--- config.mk ---
export PLATFORM = sky130hd
export DESIGN_NAME = fpga_serial_lut_alu
export DESIGN_NICKNAME = d
export VERILOG_FILES = /design/src/rtl/fpga_serial_lut_alu.sv
export SDC_FILE = /design/constraint.sdc
export NUM_CORES = 1
export LEC_CHECK = 0
export ABC_AREA = 1
export BUFFER_PORTS_ARGS = -buffer_cell sky130_fd_sc_hd__buf_4
export CORE_MARGIN = 5
export CORE_UTILIZATION = 25
export CTS_CLUSTER_DIAMETER = 30
export DETAILED_ROUTE_END_ITERATION = 6
export GPL_TIMING_DRIVEN = 0
export PLACE_DENSITY_LB_ADDON = 0.1
export SETUP_SLACK_MARGIN = 0.4
export SLEW_MARGIN = 15
export SYNTH_ARGS = -nofsm -noshare
export SYNTH_HDL_FRONTEND = slang
export SYNTH_SLANG_ARGS = --single-unit
--- constraint.sdc ---
create_clock -name clock_i -period 6.7 [get_ports clock_i]
set_input_delay 1.005 -clock clock_i [delete_from_list [all_inputs] [get_ports clock_i]]
set_output_delay 1.005 -clock clock_i [all_outputs]
set_load 0.05 [all_outputs]
--- src/rtl/fpga_serial_lut_alu.sv ---
// Bit-serial LUT ALU tile: two 3-input LUTs (sum, carry) plus carry-in loaded from a
// serial configuration stream; operands are processed LSB-first, one bit per clock.
module fpga_serial_lut_alu #(
    parameter int unsigned WIDTH = 8
) (
    input  logic             clock_i,
    input  logic             reset_i,
    input  logic             cfg_en_i,
    input  logic             cfg_bit_i,
    input  logic             start_i,
    input  logic [WIDTH-1:0] operand_a_i,
    input  logic [WIDTH-1:0] operand_b_i,
    output logic [WIDTH-1:0] result_o,
    output logic             c_out_o,
    output logic             zero_o,
    output logic             busy_o,
    output logic             done_o,
    output logic             configured_o
);
    localparam int unsigned CFG_W = 17;
    localparam int unsigned LUT_W = 16;
    localparam int unsigned CNT_W = 5;
    localparam int unsigned BIT_W = $clog2(WIDTH);
    localparam logic [CNT_W-1:0] CFG_FULL = CNT_W'(CFG_W);
    localparam logic [CNT_W-1:0] CNT_MAX  = '1;
    localparam logic [BIT_W-1:0] LAST_BIT = BIT_W'(WIDTH - 1);
    localparam logic [0:0] S_IDLE = 1'b0;
    localparam logic [0:0] S_RUN  = 1'b1;

    logic [0:0]       state_q, state_d;
    logic [CFG_W-1:0] cfg_q, cfg_d;
    logic [CNT_W-1:0] cnt_q, cnt_d;
    logic             configured_q, configured_d;
    logic [LUT_W-1:0] lut_q, lut_d;
    logic [WIDTH-1:0] a_q, a_d, b_q, b_d, sr_q, sr_d;
    logic             c_q, c_d;
    logic [BIT_W-1:0] bit_q, bit_d;
    logic [WIDTH-1:0] result_q, result_d;
    logic             c_out_q, c_out_d, zero_q, zero_d, done_q, done_d;
    logic [2:0]       lut_idx;
    logic             sum_bit, carry_bit;

    // lut_q = {carry_lut, sum_lut}; index {a_i, b_i, c}
    assign lut_idx   = {a_q[0], b_q[0], c_q};
    assign sum_bit   = lut_q[{1'b0, lut_idx}];
    assign carry_bit = lut_q[{1'b1, lut_idx}];

    always_ff @(posedge clock_i or posedge reset_i) begin
        if (reset_i) state_q <= S_IDLE;
        else         state_q <= state_d;
    end

    always_comb begin
        state_d = state_q;
        case (state_q)
            S_IDLE:  if (start_i && configured_q) state_d = S_RUN;
            S_RUN:   if (bit_q == LAST_BIT)       state_d = S_IDLE;
            default: state_d = S_IDLE;
        endcase
    end

    always_comb begin
        cfg_d        = cfg_q;
        cnt_d        = cnt_q;
        configured_d = configured_q;
        lut_d        = lut_q;
        a_d          = a_q;
        b_d          = b_q;
        sr_d         = sr_q;
        c_d          = c_q;
        bit_d        = bit_q;
        result_d     = result_q;
        c_out_d      = c_out_q;
        zero_d       = zero_q;
        done_d       = 1'b0;

        if (cfg_en_i && (state_q == S_IDLE)) begin
            cfg_d = {cfg_q[CFG_W-2:0], cfg_bit_i};
            if (cnt_q != CNT_MAX) cnt_d = cnt_q + CNT_W'(1);
            if (cnt_d >= CFG_FULL) configured_d = 1'b1;
        end

        case (state_q)
            S_IDLE: begin
                // LUTs are snapshotted so a concurrent config shift cannot disturb the run
                if (start_i && configured_q) begin
                    a_d   = operand_a_i;
                    b_d   = operand_b_i;
                    c_d   = cfg_q[CFG_W-1];
                    lut_d = cfg_q[LUT_W-1:0];
                    bit_d = '0;
                    sr_d  = '0;
                end
            end
            S_RUN: begin
                sr_d  = {sum_bit, sr_q[WIDTH-1:1]};
                a_d   = {1'b0, a_q[WIDTH-1:1]};
                b_d   = {1'b0, b_q[WIDTH-1:1]};
                c_d   = carry_bit;
                bit_d = bit_q + BIT_W'(1);
                if (bit_q == LAST_BIT) begin
                    result_d = sr_d;
                    c_out_d  = carry_bit;
                    zero_d   = (sr_d == '0);
                    done_d   = 1'b1;
                end
            end
            default: ;
        endcase
    end

    always_ff @(posedge clock_i or posedge reset_i) begin
        if (reset_i) begin
            cfg_q        <= '0;
            cnt_q        <= '0;
            configured_q <= 1'b0;
            lut_q        <= '0;
            a_q          <= '0;
            b_q          <= '0;
            sr_q         <= '0;
            c_q          <= 1'b0;
            bit_q        <= '0;
            result_q     <= '0;
            c_out_q      <= 1'b0;
            zero_q       <= 1'b0;
            done_q       <= 1'b0;
        end else begin
            cfg_q        <= cfg_d;
            cnt_q        <= cnt_d;
            configured_q <= configured_d;
            lut_q        <= lut_d;
            a_q          <= a_d;
            b_q          <= b_d;
            sr_q         <= sr_d;
            c_q          <= c_d;
            bit_q        <= bit_d;
            result_q     <= result_d;
            c_out_q      <= c_out_d;
            zero_q       <= zero_d;
            done_q       <= done_d;
        end
    end

    assign result_o     = result_q;
    assign c_out_o      = c_out_q;
    assign zero_o       = zero_q;
    assign busy_o       = (state_q == S_RUN);
    assign done_o       = done_q;
    assign configured_o = configured_q;

endmodule

==> metrics.txt, run 1 <==
Place WS 4.51 ns; CTS sink count 78; GRT Util Overall 11.0%; row cnt 42; antenna violations before repair 0; Skew-Pair Late Insertion Delay 0.33 ns; Final Cycle Share 30.1%; Final Hold Fails 0; # resized after CTS 0; post-CTS setup buffers 0; Post-Syn Area per Cell 8.88 um^2; top-count cell post-synth nand2_1; critical path, cell by cell buf_4; Final Core Density 31.3%; Slew HR 63.7%; tightest hold margin 0.483 ns; core box area 13100 um^2; GPL Wtd Cong 0.726; Slew Limit Fails 0; # diodes 0; maximum clock rate 0.496 GHz; Initial Utilization 25.3%; Critical Path Max Stage Delay 0.44 ns; Cell Area, Synth 3320 um^2; worst IR drop on VDD 0.128 mV; Mapped Nets 399; sum of negative setup slack 0 ns; fraction of registers with async set/reset 100%; Syn. warnings 0; Least-Margin Pin Slew 0.545 ns; Top FF cell, synth dfrtp_1; Die Y 125 um; Post-Syn Instances 374; Max FO, Critical Path 5; via count 2579; ranking of synthesized cells by area dfrtp_1 59%, nand2_1 11%, o21ai_0 6.5%; min cycle time layout 2.02 ns; fin area 4110 um^2; cts bufs inserted 9; cell taking the most area after synthesis dfrtp_1; PD cells 443 nW/um^2; Power Total 1.82 mW; critical path's top delay family flip-flops; I/O pin total 34; placed insts 584; Placed Area 3820 um^2; CTS tree yes; flops & latches, synth 78; Setup-failing EPs final 0; Buffers on Ports 33; initial drt markers 148; fin nets 444; Netlist cell types 26; DR DRC count 0; aggregate global routing overflow 0; vias in the first global route 2632; pin count of the biggest net entering global routing 43; FF+latch area 1950 um^2; Multi-input gate area 1060 um^2; Pleak 1.92 nW; sequential element share of the synthesized area 58.8%; worst setup path class reg -> out; full die area 15700 um^2; Post-synth top cells 96 x nand2_1, 78 x dfrtp_1, 57 x inv_1; Final ANT Viol Nets 0; Cell Count, Final, Fillers Out 599; slowest CP cell dfrtp_1; share of cells above drive strength 1 14.9%; root buf cell clkbuf_16; Setup WS post-layout 4.68 ns; Die X 125 um; number of flops mapped to enable cells by yosys 0; clk slew on worst S/H paths 0.06 ns; area fraction of the dominant cell type after synthesis 58.8%; CTS H-tree lvls 3; Worst EP arrival 1.01 ns; Worst Path Buf+Inv 1; Initial DRT Pass Iterations 4; # hold bufs at CTS 0; hpwl dp 5620 um; Clock Skew 0.00899 ns; clock buffer depth 2; CP Data Required Time 5.69 ns; RSZ-0062 raised after global routing no; area delta synth->final 23.7%; drt wl/cell 13.7 um; CP endpoint kind output port; critical path launch point type register; Max Cap Violations 0; status finished, final reports clean; worst min path class reg -> reg; vias per cell 4.31; fill count 1406; drt total wl 8210 um; first-pass GRT wire length 13900 um
[registers in the layout, indices dropped and copies added (netlist names)]
| name | cells |
|---|---|
| zero_o | 1 |
| result_o | 8 |
| a_q | 8 |
| configured_o | 1 |
| c_out_o | 1 |
| cfg_q | 17 |
| done_o | 1 |
| lut_q | 16 |
| busy_o | 1 |
| b_q | 8 |
| c_q | 1 |
| bit_q | 3 |
| sr_q | 7 |
| cnt_q | 5 |
[cell usage in the layout, fill, tap and decap left out, types with 5 or more instances in the layout]
cell type	n
nor2_1	5
buf_2	6
dfrtp_1	78
o211ai_1	10
o22ai_1	6
nand3_1	36
clkbuf_16	9
nand2_1	96
inv_1	56
o21ai_0	43
clkbuf_1	8
buf_4	35
[kinds of logic after synthesis]
| kind of cell | synth area share [%] |
|---|---|
| AO/OA/AOI/OAI | 12.3 |
| XOR/XNOR | 0.264 |
| AND/OR/NAND/NOR | 17.9 |
| buffers and inverters | 9.27 |
| flip-flops | 58.8 |
| adder cells (fa/ha/maj) | 1.51 |
[metal layers]
layer / track usage, % / vias to the layer above / part of all wire, %
met1: 15.2 / 1243 / 49
li1: - / 1285 / -
met2: 16.5 / 36 / 45
met3: 2.73 / 15 / 3.2
met5: 0 / - / 0
met4: 4.78 / 0 / 1.9
[where the power goes]
| part | internal, mW | total, mW | switching (mW) | leakage, nW |
|---|---|---|---|---|
| registers | 0.620 | 0.698 | 0.0783 | 1.02 |
| logic | 0.212 | 0.641 | 0.429 | 0.760 |
| clock network | 0.295 | 0.483 | 0.188 | 0.141 |
[final timing paths]
| check | start | to | slack, ns | cells after the start |
|---|---|---|---|---|
| setup / recovery | busy_o | busy_o | 4.68 | 1 |
| hold / removal | lut_q[3] | lut_q[3] | 0.48 | 2 |
| setup reg to reg | bit_q[0] | result_o[5] | 5.16 | 5 |
| hold reg to reg | lut_q[3] | lut_q[3] | 0.48 | 2 |
| max in group asynchronous | reset_i | cnt_q[3] | 5.39 | 3 |
| min in group asynchronous | reset_i | result_o[3] | 0.71 | 2 |
[final cells by class]
cell class	instances	share of cell area, %
Multi-Input combinational cell	218	25.8
Tap cell	176	5.36
Timing Repair Buffer	34	6.70
Clock buffer	11	5.91
Buffer	16	1.83
Inverter	62	5.73
Clock inverter	4	1.16
Sequential cell	78	47.5
Power figures use the tool's default switching activity.
==> run 2: changes to the inputs <==
==> constraint.sdc (replaced) <==
create_clock -name clock_i -period 1.96 [get_ports clock_i]
set_input_delay 0.294 -clock clock_i [delete_from_list [all_inputs] [get_ports clock_i]]
set_output_delay 0.294 -clock clock_i [all_outputs]
set_load 0.05 [all_outputs]
==> run 2 against run 1 <==
Compared with the run above:
- flip-flop and latch count unchanged
- global-route usage shrank 0.10 points
- worst setup slack got worse by 4.2 ns
- count of clock-buffer cells in the layout is the same
- register-to-register slack lost 4.6 ns
- combinational power rose to 3.4 times the previous value
- sequential power rose to 3.4 times the previous value
- clock skew increased by 0.00066 ns
- worst hold slack worse by 0.45 ns
- cell area rose by 0.79%
- core utilization up 0.25 points
- largest power group unchanged
==> metrics.txt, run 2 (synthesized netlist as in run 1, its figures left out) <==
GRT Util Overall 10.9%; min cycle time layout 1.44 ns; share of cells above drive strength 1 16.2%; root buf cell clkbuf_16; drt total wl 8060 um; sequential fraction of design power 37.9%; # diodes 0; Die Y 125 um; Largest regs cfg_q (17), lut_q (16); maximum clock rate 0.695 GHz; CTS tree yes; worst IR drop on VDD 0.501 mV; commonest non-fill, non-tap cell in the layout nand2_1; Final Cycle Share 73.4%; Worst EP arrival 1.70 ns; initial drt markers 164; Least-Margin Pin Slew 0.590 ns; fin nets 445; status finished, final reports clean; row cnt 42; power share of the combinational group 35.1%; clock buffer depth 2; post-CTS setup buffers 0; Setup WS post-layout 0.522 ns; CTS H-tree lvls 3; RR Startpoint bit_q[0]; register-to-register setup slack 0.52 ns; aggregate global routing overflow 0; core box area 13100 um^2; CP endpoint kind register; cts bufs inserted 9; Initial Utilization 25.3%; pin count of the biggest net entering global routing 32; vias in the first global route 2678; critical path launch point type register; max reg flops 17; hpwl dp 5690 um; PD cells 1520 nW/um^2; Setup-failing EPs final 0; vias per cell 4.29; full die area 15700 um^2; Final Hold Fails 0; Initial DRT Pass Iterations 4; net switching power 2.41 mW; Die X 125 um; first-pass GRT wire length 13900 um; CP Data Required Time 2.22 ns; Final ANT Viol Nets 0; clk slew on worst S/H paths 0.06 ns; Clock Skew 0.00965 ns; DR DRC count 0; antenna violations before repair 0; I/O pin total 34; Clk pwr share 27.0%; r2r worst-path depth 8; CTS sink count 78; via count 2578; cell-internal power 3.87 mW; GPL Wtd Cong 0.712; Worst R2R End zero_o; most frequent cells in the layout 96 x nand2_1, 78 x dfrtp_1, 56 x inv_1; sum of negative setup slack 0 ns; Skew-Pair Late Insertion Delay 0.33 ns; Sw Share 38.3%; Slew Limit Fails 0; Slew HR 60.6%; most flop-heavy register cfg_q; Pleak 1.93 nW; Place WS 0.387 ns; Placed Area 3830 um^2; Buffers on Ports 33; Max Cap Violations 0; worst setup path class reg -> reg; drt wl/cell 13.4 um; fin area 4140 um^2; Max FO, Critical Path 7; RSZ-0062 raised after global routing yes; worst min path class in -> async; area delta synth->final 24.7%
==> run 2: cell count changes in the layout (fill, tap and decap cells not counted), moves of 2 or more <==
| cell | before | now |
|---|---|---|
| clkinvlp_4 | 1 | 3 |
| clkbuf_1 | 8 | 5 |
| buf_12 | 0 | 2 |
| clkbuf_2 | 0 | 4 |
==> run 2: repair_timing <==
item | CTS | global route
resized for setup | 1 | 6
hold buffers | 0 | 0
endpoints found under the setup margin | 9 | 7
==> run 2: worst max-delay path by stage <==
stage	start	slack [ns]	cells after the start	endpoint
floorplan	configured_o	0.49	6	a_q[1]
global placement	reset_i	0.04	2	cnt_q[0]
detailed placement	bit_q[0]	0.39	5	result_o[1]
CTS	bit_q[0]	0.45	8	zero_o
global route	bit_q[0]	0.39	8	zero_o
finish	bit_q[0]	0.52	8	zero_o
==> run 2: power by group through the flow <==
stage / clock network (mW) / logic (mW) / registers (mW)
finish: 1.69 / 2.20 / 2.38
floorplan: 0 / 1.27 / 2.68
global route: 1.81 / 2.51 / 2.44
detailed placement: 0 / 2.23 / 2.41
global placement: 0 / 2.21 / 2.41
CTS: 1.75 / 2.24 / 2.39
==> run 2: metrics by stage <==
stage | std cells | utilization (%) | power, mW | hold WS, ns
5_1_grt | 601 | 31.5 | 6.76 | 0.0657
3_5_place_dp | 585 | 29.2 | 4.64 | 0.404
4_1_cts | 601 | 31.5 | 6.38 | 0.0390
2_1_floorplan | 374 | - | 3.95 | 0.421
6_report | 601 | 31.5 | 6.28 | 0.0309
3_3_place_gp | 583 | 28.9 | 4.61 | 0.468
==> run 2: critical path, stage by stage (launching register included) <==
cell and delay [ns]:
dfrtp_1 0.37, ha_1 0.16, ha_1 0.15, nand2_2 0.13
inv_4 0.13, nand2_1 0.08, nor3_1 0.20, nand2_1 0.08
nand2_1 0.06
==> run 2: metal layers <==
metal | track usage, % | share of wire, %
met3 | 3.03 | 3.6
met1 | 14.9 | 50
met2 | 16.7 | 45
met5 | 0 | 0
met4 | 3.83 | 1.4
==> run 2: cell type report <==
cell class | instances | area (um^2)
flip-flops and latches | 78 | 1950
plain buffers | 16 | 80.1
well taps | 176 | 220
inverters | 62 | 239
fillers | 1428 | 9000
repair buffers | 35 | 288
multi-input cells | 218 | 1060
clock buffers | 11 | 243
clock inverters | 5 | 58.8
==> run 3: changes to the inputs <==
==> constraint.sdc (replaced) <==
create_clock -name clock_i -period 1.44 [get_ports clock_i]
set_input_delay 0.216 -clock clock_i [delete_from_list [all_inputs] [get_ports clock_i]]
set_output_delay 0.216 -clock clock_i [all_outputs]
set_load 0.05 [all_outputs]
==> run 3 against run 2 <==
Compared with the run above:
- the flow now finishes with violations (negative hold slack)
- maximum frequency up 11%
- clock power increased by 22%
- power increased by 79%
- count of clock-buffer cells in the layout increased by 2
- cell count grew 9.3%
- largest cell class unchanged
- largest power group is now combinational cells
==> metrics.txt, run 3 (synthesized netlist as in run 1, its figures left out) <==
critical path, cell by cell inv_2 -> ha_4 -> nor3_2 -> nand2_1 -> nor2_1 -> nand2_1 -> nand2_1 -> nand2_1; Die X 125 um; failing checks negative hold slack; most frequent cells in the layout 75 x dfrtp_1, 51 x inv_1, 48 x nand2_1; critical path's top delay family simple AND/OR/NAND/NOR gates; CP most frequent cell nand2_1; aggregate global routing overflow 0; clk slew on worst S/H paths 0.06 ns; Initial Utilization 25.3%; GPL Wtd Cong 0.727; Max FO, Critical Path 3; status finished, violations left; most flop-heavy register cfg_q; area delta synth->final 69.1%; min cycle time layout 1.30 ns; Setup-failing EPs final 0; PD cells 2000 nW/um^2; Die Y 125 um; hpwl dp 5630 um; Worst path depth 8; fin area 5610 um^2; Worst EP arrival 1.53 ns; # diodes 0; initial drt markers 157; worst setup path class reg -> reg; full die area 15700 um^2; Buffers on Ports 33; max reg flops 17; commonest non-fill, non-tap cell in the layout dfrtp_1; core box area 13100 um^2; Clock Skew 0.00699 ns; Final Hold Fails 20; cts bufs inserted 9; Slew HR 63.0%; critical path launch point type register; drt wl/cell 14.7 um; fill count 1319; via count 2879; Worst Path Buf+Inv 1; Slew Limit Fails 0; worst IR drop on VDD 0.684 mV; first-pass GRT wire length 15400 um; CTS H-tree lvls 3; Pleak 2.54 nW; Largest regs cfg_q (17), lut_q (16); maximum clock rate 0.769 GHz; antenna violations before repair 0; Skew-Pair Late Insertion Delay 0.34 ns; Placed Area 3930 um^2; row cnt 42; CTS sink count 78; vias per cell 4.38; CTS tree yes; Final Cycle Share 90.3%; root buf cell clkbuf_16; CP endpoint kind register; Max Cap Violations 0; r2r worst-path depth 8; clock buffer depth 2; Final ANT Viol Nets 0; Least-Margin Pin Slew 0.554 ns; vias in the first global route 2990; CP Data Required Time 1.67 ns; share of cells above drive strength 1 50.3%; drt total wl 9660 um; Place WS -0.0251 ns; pin count of the biggest net entering global routing 33; GRT Util Overall 12.2%; RSZ-0062 raised after global routing yes; Setup WS post-layout 0.139 ns; I/O pin total 34; DR DRC count 0; slowest CP cell dfrtp_1; Final Core Density 42.7%; Initial DRT Pass Iterations 4; Critical Path Max Stage Delay 0.41 ns; fin nets 502; tightest hold margin -0.0647 ns; worst min path class in -> async
==> run 3: changes by cell type in the layout (fill, tap and decap cells not counted), sizes merged <==
cell	previous run	this run
buf	43	101
clkinv	3	6
inv	60	58
bufinv	1	0
clkinvlp	3	1
==> run 3: per-stage QoR <==
stage | instances | hold slack, ns | total power [mW] | TNS, ns
after detailed placement | 585 | 0.305 | 6.51 | -0.0251
after floorplan | 374 | 0.343 | 5.56 | 0
final | 657 | -0.0647 | 11.2 | 0
after global placement | 583 | 0.431 | 6.48 | -29.59
after CTS | 630 | -0.0571 | 9.96 | 0
after global routing | 657 | -0.0274 | 12.0 | 0
==> run 3: timing repair <==
action                                  4_1_cts  5_1_grt
pin swaps                                    13       20
cloned                                        6        6
hold endpoints to repair                     20       20
buffers inserted                             24       21
endpoints found under the setup margin       91       91
gates resized for setup                     111      137
==> run 3: worst reg2reg max path, stage by stage, from the launching register on <==
cell and delay [ns]:
dfrtp_1 0.41, inv_2 0.10, ha_4 0.21, nor3_2 0.15, nand2_1 0.06, nor2_1 0.10
nand2_1 0.07, nand2_1 0.06, nand2_1 0.04
==> run 3: per-layer routing <==
layer  vias up  wire (um)  GRT usage (%)
met5         -          0              0
met1      1419       4440           15.8
met3        10        289           3.54
li1       1416          -              -
met4         0        133           3.83
met2        34       4800           19.9
==> run 3: layout make-up <==
| class | instances | area [um^2] | share of cell area [%] |
|---|---|---|---|
| plain buffers | 16 | 230 | 4.10 |
| clock buffers | 13 | 250 | 4.46 |
| repair inverters | 1 | 8.76 | 0.156 |
| flip-flops and latches | 78 | 1960 | 34.9 |
| inverters | 62 | 284 | 5.06 |
| well taps | 176 | 220 | 3.92 |
| repair buffers | 91 | 1030 | 18.3 |
| clock inverters | 2 | 10.0 | 0.178 |
| multi-input cells | 218 | 1630 | 29.0 |
==> run 3: final timing paths <==
path / start / end / slack (ns)
setup / recovery: cnt_q[1] / configured_o / 0.14
hold / removal: reset_i / result_o[1] / -0.06
setup reg to reg: cnt_q[1] / configured_o / 0.14
hold reg to reg: cfg_q[11] / cfg_q[11] / 0.49
max in group asynchronous: reset_i / b_q[0] / 0.95
min in group clock_i: cfg_bit_i / cfg_q[0] / 0.09
==> run 3: report_power, final <==
| part | switching [mW] | total [mW] | internal (mW) |
|---|---|---|---|
| logic | 2.97 | 5.77 | 2.80 |
| clock network | 0.870 | 2.07 | 1.20 |
| registers | 0.503 | 3.40 | 2.90 |
| total | 4.35 | 11.2 | 6.89 |
